## src/rtl/fp_flopoco_pkg.sv

```systemverilog
// Shared FloPoCo float definitions: exception encodings, word width helper,
// canonical NaN and the window-reduce state encoding.
package fp_flopoco_pkg;

    localparam logic [1:0] EXC_ZERO   = 2'b00;
    localparam logic [1:0] EXC_NORMAL = 2'b01;
    localparam logic [1:0] EXC_INF    = 2'b10;
    localparam logic [1:0] EXC_NAN    = 2'b11;

    function automatic int fp_width(input int we, input int wf);
        return we + wf + 3;
    endfunction

    localparam int DEF_WE = 3;
    localparam int DEF_WF = 3;
    localparam int DEF_W  = fp_width(DEF_WE, DEF_WF);

    // Every NaN is reported as exc=11 with all payload bits cleared.
    localparam logic [DEF_W-1:0] CANON_NAN = {EXC_NAN, {(DEF_W-2){1'b0}}};

    typedef enum logic {
        ACCUM = 1'b0,
        HOLD  = 1'b1
    } win_state_t;

endpackage

```

## src/rtl/fcmplt.sv

```systemverilog
// FloPoCo less-than comparator: xlty = (x < y), false if either side is NaN.
// Combinational, zero latency; no flow control.
// Zeros of either sign compare equal; infinities order past all normals.
module fcmplt
    import fp_flopoco_pkg::*;
#(
    parameter  int WE = 3,
    parameter  int WF = 3,
    localparam int W  = WE + WF + 3
) (
    input  logic [W-1:0] x,
    input  logic [W-1:0] y,
    output logic         xlty
);

    localparam int MW = WE + WF;

    // Magnitude key: class (zero/normal/inf) above exp,frac so a plain
    // unsigned compare orders magnitudes across classes.
    function automatic logic [MW+1:0] mag_key(input logic [W-1:0] v);
        logic [1:0] cls;
        cls = 2'b00;
        if (v[W-1 -: 2] == EXC_NORMAL)
            cls = 2'b01;
        else if (v[W-1 -: 2] == EXC_INF)
            cls = 2'b10;
        return {cls, (v[W-1 -: 2] == EXC_NORMAL) ? v[MW-1:0] : {MW{1'b0}}};
    endfunction

    logic            any_nan;
    logic            x_neg;
    logic            y_neg;
    logic [MW+1:0]   x_key;
    logic [MW+1:0]   y_key;

    always_comb begin
        any_nan = (x[W-1 -: 2] == EXC_NAN) || (y[W-1 -: 2] == EXC_NAN);
        x_neg   = x[W-3] && (x[W-1 -: 2] != EXC_ZERO);
        y_neg   = y[W-3] && (y[W-1 -: 2] != EXC_ZERO);
        x_key   = mag_key(x);
        y_key   = mag_key(y);
        xlty    = 1'b0;
        if (!any_nan) begin
            if (x_neg != y_neg)
                xlty = x_neg;
            else if (x_neg)
                xlty = (x_key > y_key);
            else
                xlty = (x_key < y_key);
        end
    end

endmodule

```

## src/rtl/fmax_window_reduce.sv

```systemverilog
// Max/argmax over consecutive windows of N FloPoCo floats, NaN-sticky.
// Latency: result valid the cycle after the Nth accepted element.
// Backpressure: result held until out_ready; in_ready low while a result is held.
module fmax_window_reduce
    import fp_flopoco_pkg::*;
#(
    parameter  int WE   = 3,
    parameter  int WF   = 3,
    parameter  int N    = 4,
    parameter  int IDXW = (N > 1) ? $clog2(N) : 1,
    localparam int W    = WE + WF + 3
) (
    input  logic            clk,
    input  logic            rst,
    input  logic            in_valid,
    output logic            in_ready,
    input  logic [W-1:0]    in_data,
    output logic            out_valid,
    input  logic            out_ready,
    output logic [W-1:0]    out_data,
    output logic [IDXW-1:0] out_idx,
    output logic            out_nan
);

    localparam logic [W-1:0]    NAN_W = {EXC_NAN, {(W-2){1'b0}}};
    localparam logic [IDXW-1:0] LAST  = IDXW'(N - 1);

    win_state_t      state_q, state_d;
    logic [IDXW-1:0] cnt_q, cnt_d;
    logic [W-1:0]    max_q, max_d;
    logic [IDXW-1:0] idx_q, idx_d;
    logic            nan_q, nan_d;
    logic            load_out;
    logic            in_nan;
    logic            x_lt_y;

    fcmplt #(.WE(WE), .WF(WF)) u_cmp (
        .x    (max_q),
        .y    (in_data),
        .xlty (x_lt_y)
    );

    always_comb begin
        state_d   = state_q;
        cnt_d     = cnt_q;
        max_d     = max_q;
        idx_d     = idx_q;
        nan_d     = nan_q;
        load_out  = 1'b0;
        in_ready  = (state_q == ACCUM);
        out_valid = (state_q == HOLD);
        in_nan    = (in_data[W-1 -: 2] == EXC_NAN);
        case (state_q)
            ACCUM: begin
                if (in_valid) begin
                    if (cnt_q == '0) begin
                        // First element opens the window; prior NaN history is dropped.
                        max_d = in_nan ? NAN_W : in_data;
                        idx_d = '0;
                        nan_d = in_nan;
                    end else if (in_nan && !nan_q) begin
                        max_d = NAN_W;
                        idx_d = cnt_q;
                        nan_d = 1'b1;
                    end else if (x_lt_y && !nan_q) begin
                        max_d = in_data;
                        idx_d = cnt_q;
                    end
                    if (cnt_q == LAST) begin
                        cnt_d    = '0;
                        state_d  = HOLD;
                        load_out = 1'b1;
                    end else begin
                        cnt_d = cnt_q + IDXW'(1);
                    end
                end
            end
            HOLD: begin
                if (out_ready)
                    state_d = ACCUM;
            end
            default: state_d = ACCUM;
        endcase
    end

    always_ff @(posedge clk or posedge rst) begin
        if (rst) begin
            state_q <= ACCUM;
            cnt_q   <= '0;
            max_q   <= '0;
            idx_q   <= '0;
            nan_q   <= 1'b0;
        end else begin
            state_q <= state_d;
            cnt_q   <= cnt_d;
            max_q   <= max_d;
            idx_q   <= idx_d;
            nan_q   <= nan_d;
        end
    end

    always_ff @(posedge clk or posedge rst) begin
        if (rst) begin
            out_data <= '0;
            out_idx  <= '0;
            out_nan  <= 1'b0;
        end else if (load_out) begin
            out_data <= max_d;
            out_idx  <= idx_d;
            out_nan  <= nan_d;
        end
    end

endmodule

```

## config.mk

```make
export PLATFORM = sky130hd
export DESIGN_NAME = fmax_window_reduce
export DESIGN_NICKNAME = d
export VERILOG_FILES = /design/src/rtl/fp_flopoco_pkg.sv /design/src/rtl/fcmplt.sv /design/src/rtl/fmax_window_reduce.sv
export SDC_FILE = /design/constraint.sdc
export NUM_CORES = 1
export LEC_CHECK = 0
export CAP_MARGIN = 20
export CORE_UTILIZATION = 58
export CTS_BUF_LIST = sky130_fd_sc_hd__clkbuf_8
export CTS_CLUSTER_SIZE = 25
export DETAILED_ROUTE_END_ITERATION = 16
export GPL_TIMING_DRIVEN = 0
export PLACE_DENSITY_LB_ADDON = 0.08
export SYNTH_ARGS = -nofsm -noshare
export SYNTH_HDL_FRONTEND = slang
export SYNTH_HIERARCHICAL = 1
export SYNTH_SLANG_ARGS = --single-unit
```

## constraint.sdc

```tcl
create_clock -name clk -period 8.05 [get_ports clk]
set_input_delay 1.61 -clock clk [delete_from_list [all_inputs] [get_ports clk]]
set_output_delay 1.61 -clock clk [all_outputs]
set_load 0.03 [all_outputs]
```

Word level (Yosys, flattened, before mapping)
Index checks and enable logic that the tools add are counted.
- $lt $le $gt $ge: 2
- equality and inequality tests: 8
- add/sub/neg operators: 1
- bitwise logic cells: 1
- multiplexer cells: 30
- reduce and logical (&&, ||, !) cells: 10
- operators by type and width (operator ; count):
    9-bit two-way mux ; 6
    2-bit two-way mux ; 10
    6-bit two-way mux ; 2
    1-bit two-way mux ; 11
    2-bit == test (second input constant) ; 5
    8-bit greater-than comparator ; 1
    8-bit less-than comparator ; 1
    2-bit by 1-bit == test with 1-bit output (second input constant) ; 2
    1-bit logical AND ; 4
    2-bit nonzero test ; 2
    2-bit by 1-bit adder with 2-bit output (second input constant) ; 1
    2-bit zero test ; 1
    1-bit one-hot mux with 2 select lines ; 1
    2-bit AND reduction ; 1
    1-bit zero test ; 1
    1-bit logical OR ; 1
    1-bit inequality test ; 1
    1-bit NOT ; 1
- register bits after elaboration: 27
- output and inout bits: 14
- logic and storage cells: 60

Depth between registers and ports, before layout
Gate-level depths: netlist of the first run.
- depth after elaboration: 13
- mapped depth: 14
- mapped depth without buffers: 12

Cells and area by module
The synthesis of the first run kept the hierarchy.
- by module, submodules not included (module ; area each (µm²) ; cells each ; instances ; sequential area each (µm²)):
    fmax_window_reduce ; 1216.2 ; 108 ; 1 ; 675.6
    fcmplt ; 341.6 ; 46 ; 1 ; 0.0

Worst setup path before layout of the first run
OpenSTA, ideal clock, no wires.
- kind: input to register
- start: in in_data[7]
- end: reg out_data[1]
- required time: 7924 ps
- cell stages on the path: 14
- slack: 4108 ps
- arrival time: 3816 ps
- cell sequence: nor2b_4 > buf_6 > nand2_1 > ha_1 > nand4_1 > nor2_1 > and3b_1 > a211oi_2 > nor3_2 > nor2b_2 > o211a_1 > buf_6 > and3_1 > a221o_1
- longest elaborated chain between the ends: 13
- RTL lines (item ; line ; text):
    start, declared ; fmax_window_reduce.sv:17 ; input logic [W-1:0] in_data,
    2-bit == test ; fcmplt.sv:25 ; else if (v[W-1 -: 2] == EXC_INF)
    2-bit two-way mux ; fcmplt.sv:25 ;
    2-bit two-way mux ; fcmplt.sv:23 ; if (v[W-1 -: 2] == EXC_NORMAL)
    8-bit less-than comparator / 8-bit greater-than comparator (equally long branches) ; fcmplt.sv:49, fcmplt.sv:47 ;
    1-bit two-way mux ; fcmplt.sv:46 ; else if (x_neg)
    1-bit two-way mux ; fcmplt.sv:44 ; if (x_neg != y_neg)
    1-bit two-way mux * ; fcmplt.sv:43 ; if (!any_nan) begin
    net x_lt_y ; fmax_window_reduce.sv:35 ; logic x_lt_y;
    1-bit logical AND * ; fmax_window_reduce.sv:65 ; end else if (x_lt_y && !nan_q) begin
    9-bit two-way mux * ; fmax_window_reduce.sv:65 ;
    9-bit two-way mux * ; fmax_window_reduce.sv:61 ; end else if (in_nan && !nan_q) begin
    9-bit two-way mux * ; fmax_window_reduce.sv:56 ; if (cnt_q == '0) begin
    9-bit two-way mux * ; fmax_window_reduce.sv:55 ; if (in_valid) begin
    9-bit two-way mux * ; fmax_window_reduce.sv:53 ; case (state_q)
    end signal, assigned ; fmax_window_reduce.sv:108 ; out_data <= max_d;
    end, declared ; fmax_window_reduce.sv:20 ; output logic [W-1:0] out_data,
The timed path passes the listed nets; every way through them passes the cells marked *.
A chain may end at the register's enable or synchronous reset.

Final worst setup path of the first run
- start: in in_data[7]
- end: reg out_data[2]
Same word-level chain as after synthesis.

==> impl_metrics.csv, run 1 <==
group,metric,value,unit
layout,num_antenna_cells,0,
hold_path,holdPathStages,2,
global_routing,antenna_found_initial,0,
pwr,ir_drop,0.284,mV
drt,final_antenna_net_count,0,
clock_tree,post_cts_buffers,0,
floorplanning,core_area,0.00250,mm²
layout,layout.nets,208,
setup_path,cp_slowest_cell,"clkdlybuf4s50_1",
layout,multi_input_area,805,µm²
global_routing,grt_overflow,0,
layout,drive_above_1_share,13.5,%
setup_path,cp_max_fo,10,
drt,drc,0,
drt,first_iter_violations,30,
global_routing,grt_usage,25.7,%
hold_path,hp-class,"register to register",
drt,num_vias,1270,
placement,gp_congestion,0.753,
clock_tree,clock-sinks,27,
synth,synth-seq-cells,27,
sta,max_slew.worst_pin.slew,436,ps
status,status,"finished, final reports clean",
sta,hold_viol,0,
sta,fin_crit,4620,ps
setup_path,worstSetupEndpointType,"register",
layout,area_growth,23.8,%
synth,ys_seq_area_share,43.4,%
synth,synth_warnings,6,
clock_tree,cts_max_level,1,
layout,layout_common_cells,"dfrtp_1 (27), clkdlybuf4s50_1 (26), nand2_1 (17)",
sta,timing.final.crit_share,57.4,%
floorplanning,dieArea,0.00290,mm²
synth,syn-num-nets,176,
clock_tree,cts_made_buffers,3,
synth,ys_types,41,
hold_path,hold_end,"out_idx[1]",
setup_path,start_kind,"input pin",
placement,port_buffers,26,
sta,relSlewSlack,70.7,%
floorplanning,ios,27,
synth,synthCells,154,
pwr,fin_total_pwr,0.000659,W
clock_tree,cts.path.max_buffers,2,
setup_path,critPathMostFrequentCell,"buf_6",
hold_path,min_from,"out_idx[1]",
setup_path,r2r_slack,4870,ps
global_routing,grt_start_max_net_pins,28,
setup_path,max_stage_delay,640,ps
sta,finClkSkew,3.64,ps
synth,avgSynthCellArea,10.1,µm²
floorplanning,fp-row-count,18,
setup_path,crit_arrival,4780,ps
job,drv_cap,0,
clock_tree,cts_tree,"yes",
drt,wl,3290,µm
layout,nFillCells,186,
global_routing,grt_pass1_vias,1182,
setup_path,r2r_end,"out_data[2]",
layout,final_cells,215,
sta,fin_setup_tns,0,ps
layout,layout_commonest_cell,"dfrtp_1",
pwr,power.density,342,mW/mm²
setup_path,crit_type,"input pin to register",
global_routing,grt_pass1_wl,5320,µm
layout,fin_area,0.00193,mm²
sta,setup_viol,0,
drt,avgViaCountPerCell,5.91,
synth,synth_area,0.00156,mm²
sta,fmax,0.216,GHz
floorplanning,start_util,62.3,%
floorplanning,fp.dieW,53.8,µm
clock_tree,cts_resized,0,
synth,synthArstFlopShare,100,%
setup_path,r2r_cells,14,
pwr,p_leak,0.892,nW
placement,hpwl,2470,µm
sta,maxSlewViolCount,0,
setup_path,crit_required,8210,ps
clock_tree,ctsHoldBuffers,0,
clock_tree,clk_pin_slew,90,ps
clock_tree,cts-root-buf,"clkbuf_8",
placement,place_area,0.00186,mm²
drt,wl_per_cell,15.3,µm
synth,ys.flop_type,"dfrtp_1",
clock_tree,insertion_delay,270,ps
placement,placed_cells,210,
sta,rsz0062_at_grt,"no",
drt,dr.pass1.iters,4,
layout,final-seq-area,676,µm²
synth,synth_edf_count,0,
setup_path,crit_chain,"clkdlybuf4s50_1 > nor2b_4 > buf_6 > nand2_1 > ha_1 > nand4_1 > nor2_1 > and3b_1 > a211oi_2 > nor3_2 > nor2b_2 > o211a_1 > buf_6 > and3_1 > a221o_1",
setup_path,r2r_start,"max_q[7]",
floorplanning,die_h,53.8,µm
how the worst max path moves through the flow:
stage                             end  depth (start not counted)  slack [ps]        from
after CTS                 out_data[1]                         15        3450  in_data[7]
after global placement    out_data[4]                         15        3250  in_data[7]
after floorplan           out_data[1]                         14        4110  in_data[7]
final                     out_data[2]                         15        3430  in_data[7]
after global routing      out_data[2]                         15        3180  in_data[7]
after detailed placement  out_data[1]                         15        3160  in_data[7]
layout make-up:
class	instances	share of cell area, %
buffer	7	2.47
clock buffer	3	2.14
clock inverter	1	0.195
inverter	8	1.56
multi-input combinational	112	41.7
sequential	27	35.0
tap	30	1.95
timing repair buffer	27	14.9
worst max-delay path, delay by kind of cell:
family	cells	cell delay [ps]
AND/OR/NAND/NOR	8	1180
AO/OA/AOI/OAI	3	760
adder cells (fa/ha/maj)	1	310
buffers and inverters	3	910
per-layer routing:
layer	GRT usage (%)	wire, µm	up-vias
met4	9.21	51	0
met3	1.69	129	5
met5	0	0	-
li1	-	-	620
met1	36.1	1580	611
met2	41.6	1520	34
state kept, by name, indices dropped and copies added (netlist names):
signal     flops
out_data       9
out_valid      1
max_q          9
cnt_q          2
idx_q          2
out_idx        2
nan_q          1
out_nan        1
cell families (layout without fill, tap and decap cells):
group | Yosys count | in the layout | synth area share (%)
adders and majority gates | 9 | 9 | 7.23
buffers and inverters | 15 | 46 | 4.98
and+or+nand+nor | 51 | 51 | 19.2
xor gates and xnor gates | 1 | 1 | 0.562
muxes | 3 | 3 | 2.01
DFF | 27 | 27 | 43.4
AOI/OAI and AO/OA | 48 | 48 | 22.7
cells in the mapped netlist (2+ instances only):
library cell / number / area share, %
dfrtp_1: 27 / 43
nand2_1: 17 / 4.1
a21oi_1: 10 / 3.2
ha_1: 9 / 7.2
inv_1: 8 / 1.9
o21ai_0: 8 / 2.6
and2_1: 7 / 2.8
nor2_1: 7 / 1.7
a221o_1: 6 / 3.9
a22o_2: 6 / 3.9
and3_1: 4 / 1.6
o211ai_1: 4 / 1.9
a31oi_1: 3 / 1.2
and3_2: 2 / 0.96
buf_2: 2 / 0.64
buf_6: 2 / 1.4
clkbuf_1: 2 / 0.48
mux2i_1: 2 / 1.3
nor2b_2: 2 / 1.1
nor2b_4: 2 / 1.8
o21bai_1: 2 / 0.96
o2bb2ai_1: 2 / 1.1
o31ai_1: 2 / 0.96
report_power, final:
part / internal, W / leakage (nW) / switching (W)
clock network: 0.0000343 / 0.0269 / 0.0000415
logic: 0.000159 / 0.517 / 0.000190
registers: 0.000189 / 0.348 / 0.0000458
stage by stage:
step / utilization, % / setup slack (ps) / hold WS (ps)
after floorplan: - / 4110 / 478
after global placement: 74.2 / 3250 / 463
after detailed placement: 74.2 / 3160 / 473
after CTS: 76.0 / 3450 / 493
after global routing: 77.1 / 3180 / 516
final: 77.1 / 3430 / 489
No activity file was read; power rests on OpenSTA's default activity.
==> inputs of run 2 (changes only) <==
- CORE_UTILIZATION: 58 -> 54
- clock period: 8.05 -> 4.8 ns (I/O delays scaled with it)
==> run 2 against run 1 <==
Setup slack worse by 2600 ps; clock skew up 3.8 ps; global-route usage down 2.5 points.
==> impl_metrics.csv, run 2 (same netlist as run 1, synthesis figures left out) <==
group,metric,value,unit
sta,fmax,0.251,GHz
clock_tree,insertion_delay,270,ps
pwr,ir_drop,0.397,mV
layout,layout.nets,208,
layout,multi_input_area,805,µm²
clock_tree,cts_resized,0,
drt,first_iter_violations,25,
pwr,comb_power_share,53.0,%
sta,maxSlewViolCount,0,
layout,final-seq-area,676,µm²
setup_path,r2r_slack,1570,ps
setup_path,crit_arrival,4160,ps
layout,layout_commonest_cell,"dfrtp_1",
placement,post-place-ws,563,ps
sta,postLayoutSetupSlackWorst,809,ps
clock_tree,cts-root-buf,"clkbuf_8",
pwr,power_switching,0.000466,W
drt,wl,3300,µm
clock_tree,cts_made_buffers,3,
sta,relSlewSlack,69.4,%
global_routing,antenna_found_initial,0,
layout,area_growth,24.1,%
sta,fin_crit,3990,ps
clock_tree,cts_tree,"yes",
floorplanning,fp-row-count,19,
pwr,power.density,574,mW/mm²
clock_tree,ctsHoldBuffers,0,
pwr,sw_frac_of_total,42.0,%
placement,gp_congestion,0.790,
layout,nFillCells,221,
global_routing,grt_pass1_wl,5780,µm
layout,reg_top3,"max_q x9, out_data x9",
setup_path,cp_max_fo,10,
floorplanning,start_util,57.0,%
job,drv_cap,0,
layout,layout_common_cells,"dfrtp_1 (27), clkdlybuf4s50_1 (26), nand2_1 (17)",
clock_tree,clk_pin_slew,100,ps
status,status,"finished, final reports clean",
global_routing,grt_usage,23.2,%
setup_path,worstSetupEndpointType,"register",
drt,final_antenna_net_count,0,
drt,dr.pass1.iters,4,
sta,rsz0062_at_grt,"no",
sta,hold_viol,0,
placement,hpwl,2530,µm
layout,drive_above_1_share,14.1,%
drt,wl_per_cell,15.3,µm
sta,timing.final.crit_share,83.1,%
sta,fin_setup_tns,0,ps
sta,setup_viol,0,
floorplanning,fp.dieW,55.7,µm
sta,finClkSkew,7.46,ps
drt,avgViaCountPerCell,5.89,
global_routing,grt_start_max_net_pins,28,
clock_tree,cts.path.max_buffers,2,
layout,num_antenna_cells,0,
setup_path,crit_type,"input pin to register",
drt,drc,0,
floorplanning,dieArea,0.00310,mm²
hold_path,hp-class,"register to register",
setup_path,start_kind,"input pin",
floorplanning,die_h,55.7,µm
drt,num_vias,1273,
pwr,power_frac_seq,35.2,%
global_routing,grt_overflow,0,
pwr,internal_power,0.000643,W
floorplanning,core_area,0.00273,mm²
clock_tree,clock-sinks,27,
placement,port_buffers,26,
floorplanning,ios,27,
setup_path,crit_required,4970,ps
clock_tree,cts_max_level,1,
pwr,p_leak,0.886,nW
pwr,pwr-share-clk,11.8,%
global_routing,grt_pass1_vias,1332,
sta,max_slew.worst_pin.slew,457,ps
clock_tree,post_cts_buffers,0,
run 2: cell types whose count changed in the layout (fill, tap and decap cells not counted), sizes merged:
cell,before,now
clkinvlp,0,1
inv,9,8
run 2: path summary, 6_finish.rpt:
check | endpoint | depth (start not counted) | startpoint
setup / recovery | out_data[1] | 15 | in_data[7]
hold / removal | out_idx[0] | 2 | out_idx[0]
setup reg to reg | out_data[1] | 14 | max_q[7]
hold reg to reg | out_idx[0] | 2 | out_idx[0]
max in group asynchronous | max_q[7] | 3 | rst
min in group asynchronous | out_nan | 2 | rst
run 2: critical path: stages:
cell,delay [ps]
clkdlybuf4s50_1,610
nor2b_4,190
buf_6,130
nand2_1,60
ha_1,320
nand4_1,120
nor2_1,200
and3b_1,210
a211oi_2,230
nor3_2,90
nor2b_2,180
o211a_1,260
buf_6,150
and3_1,180
a221o_1,260
run 2: layout make-up:
type / instances / area share (%)
clock buffers: 3 / 2.14
repair buffers: 27 / 14.9
well taps: 31 / 2.01
inverters: 8 / 1.55
flip-flops and latches: 27 / 35.0
plain buffers: 7 / 2.46
clock inverters: 1 / 0.388
multi-input cells: 112 / 41.6
run 2: routing by layer:
| metal | GRT usage, % | share of wire [%] |
|---|---|---|
| met4 | 8.21 | 1.9 |
| met5 | 0 | 0 |
| met1 | 28.2 | 45 |
| met3 | 3.95 | 3.7 |
| met2 | 41.3 | 50 |
run 2: through the flow:
stage          area (µm²)  power, W  cells  utilization [%]  hold WS (ps)
2_1_floorplan        1560  0.000790    154                -           478
3_3_place_gp         1860  0.000951    211             67.9           467
3_5_place_dp         1860  0.000976    211             67.9           475
4_1_cts              1910   0.00111    215             69.7           496
5_1_grt              1930   0.00118    216             70.7           522
6_report             1930   0.00111    216             70.7           491
run 2: power groups by stage:
| stage | logic [W] | registers [W] | clock network [W] |
|---|---|---|---|
| 2_1_floorplan | 0.000337 | 0.000454 | 0 |
| 3_3_place_gp | 0.000560 | 0.000391 | 0 |
| 3_5_place_dp | 0.000579 | 0.000396 | 0 |
| 4_1_cts | 0.000582 | 0.000391 | 0.000134 |
| 5_1_grt | 0.000643 | 0.000402 | 0.000139 |
| 6_report | 0.000588 | 0.000390 | 0.000131 |
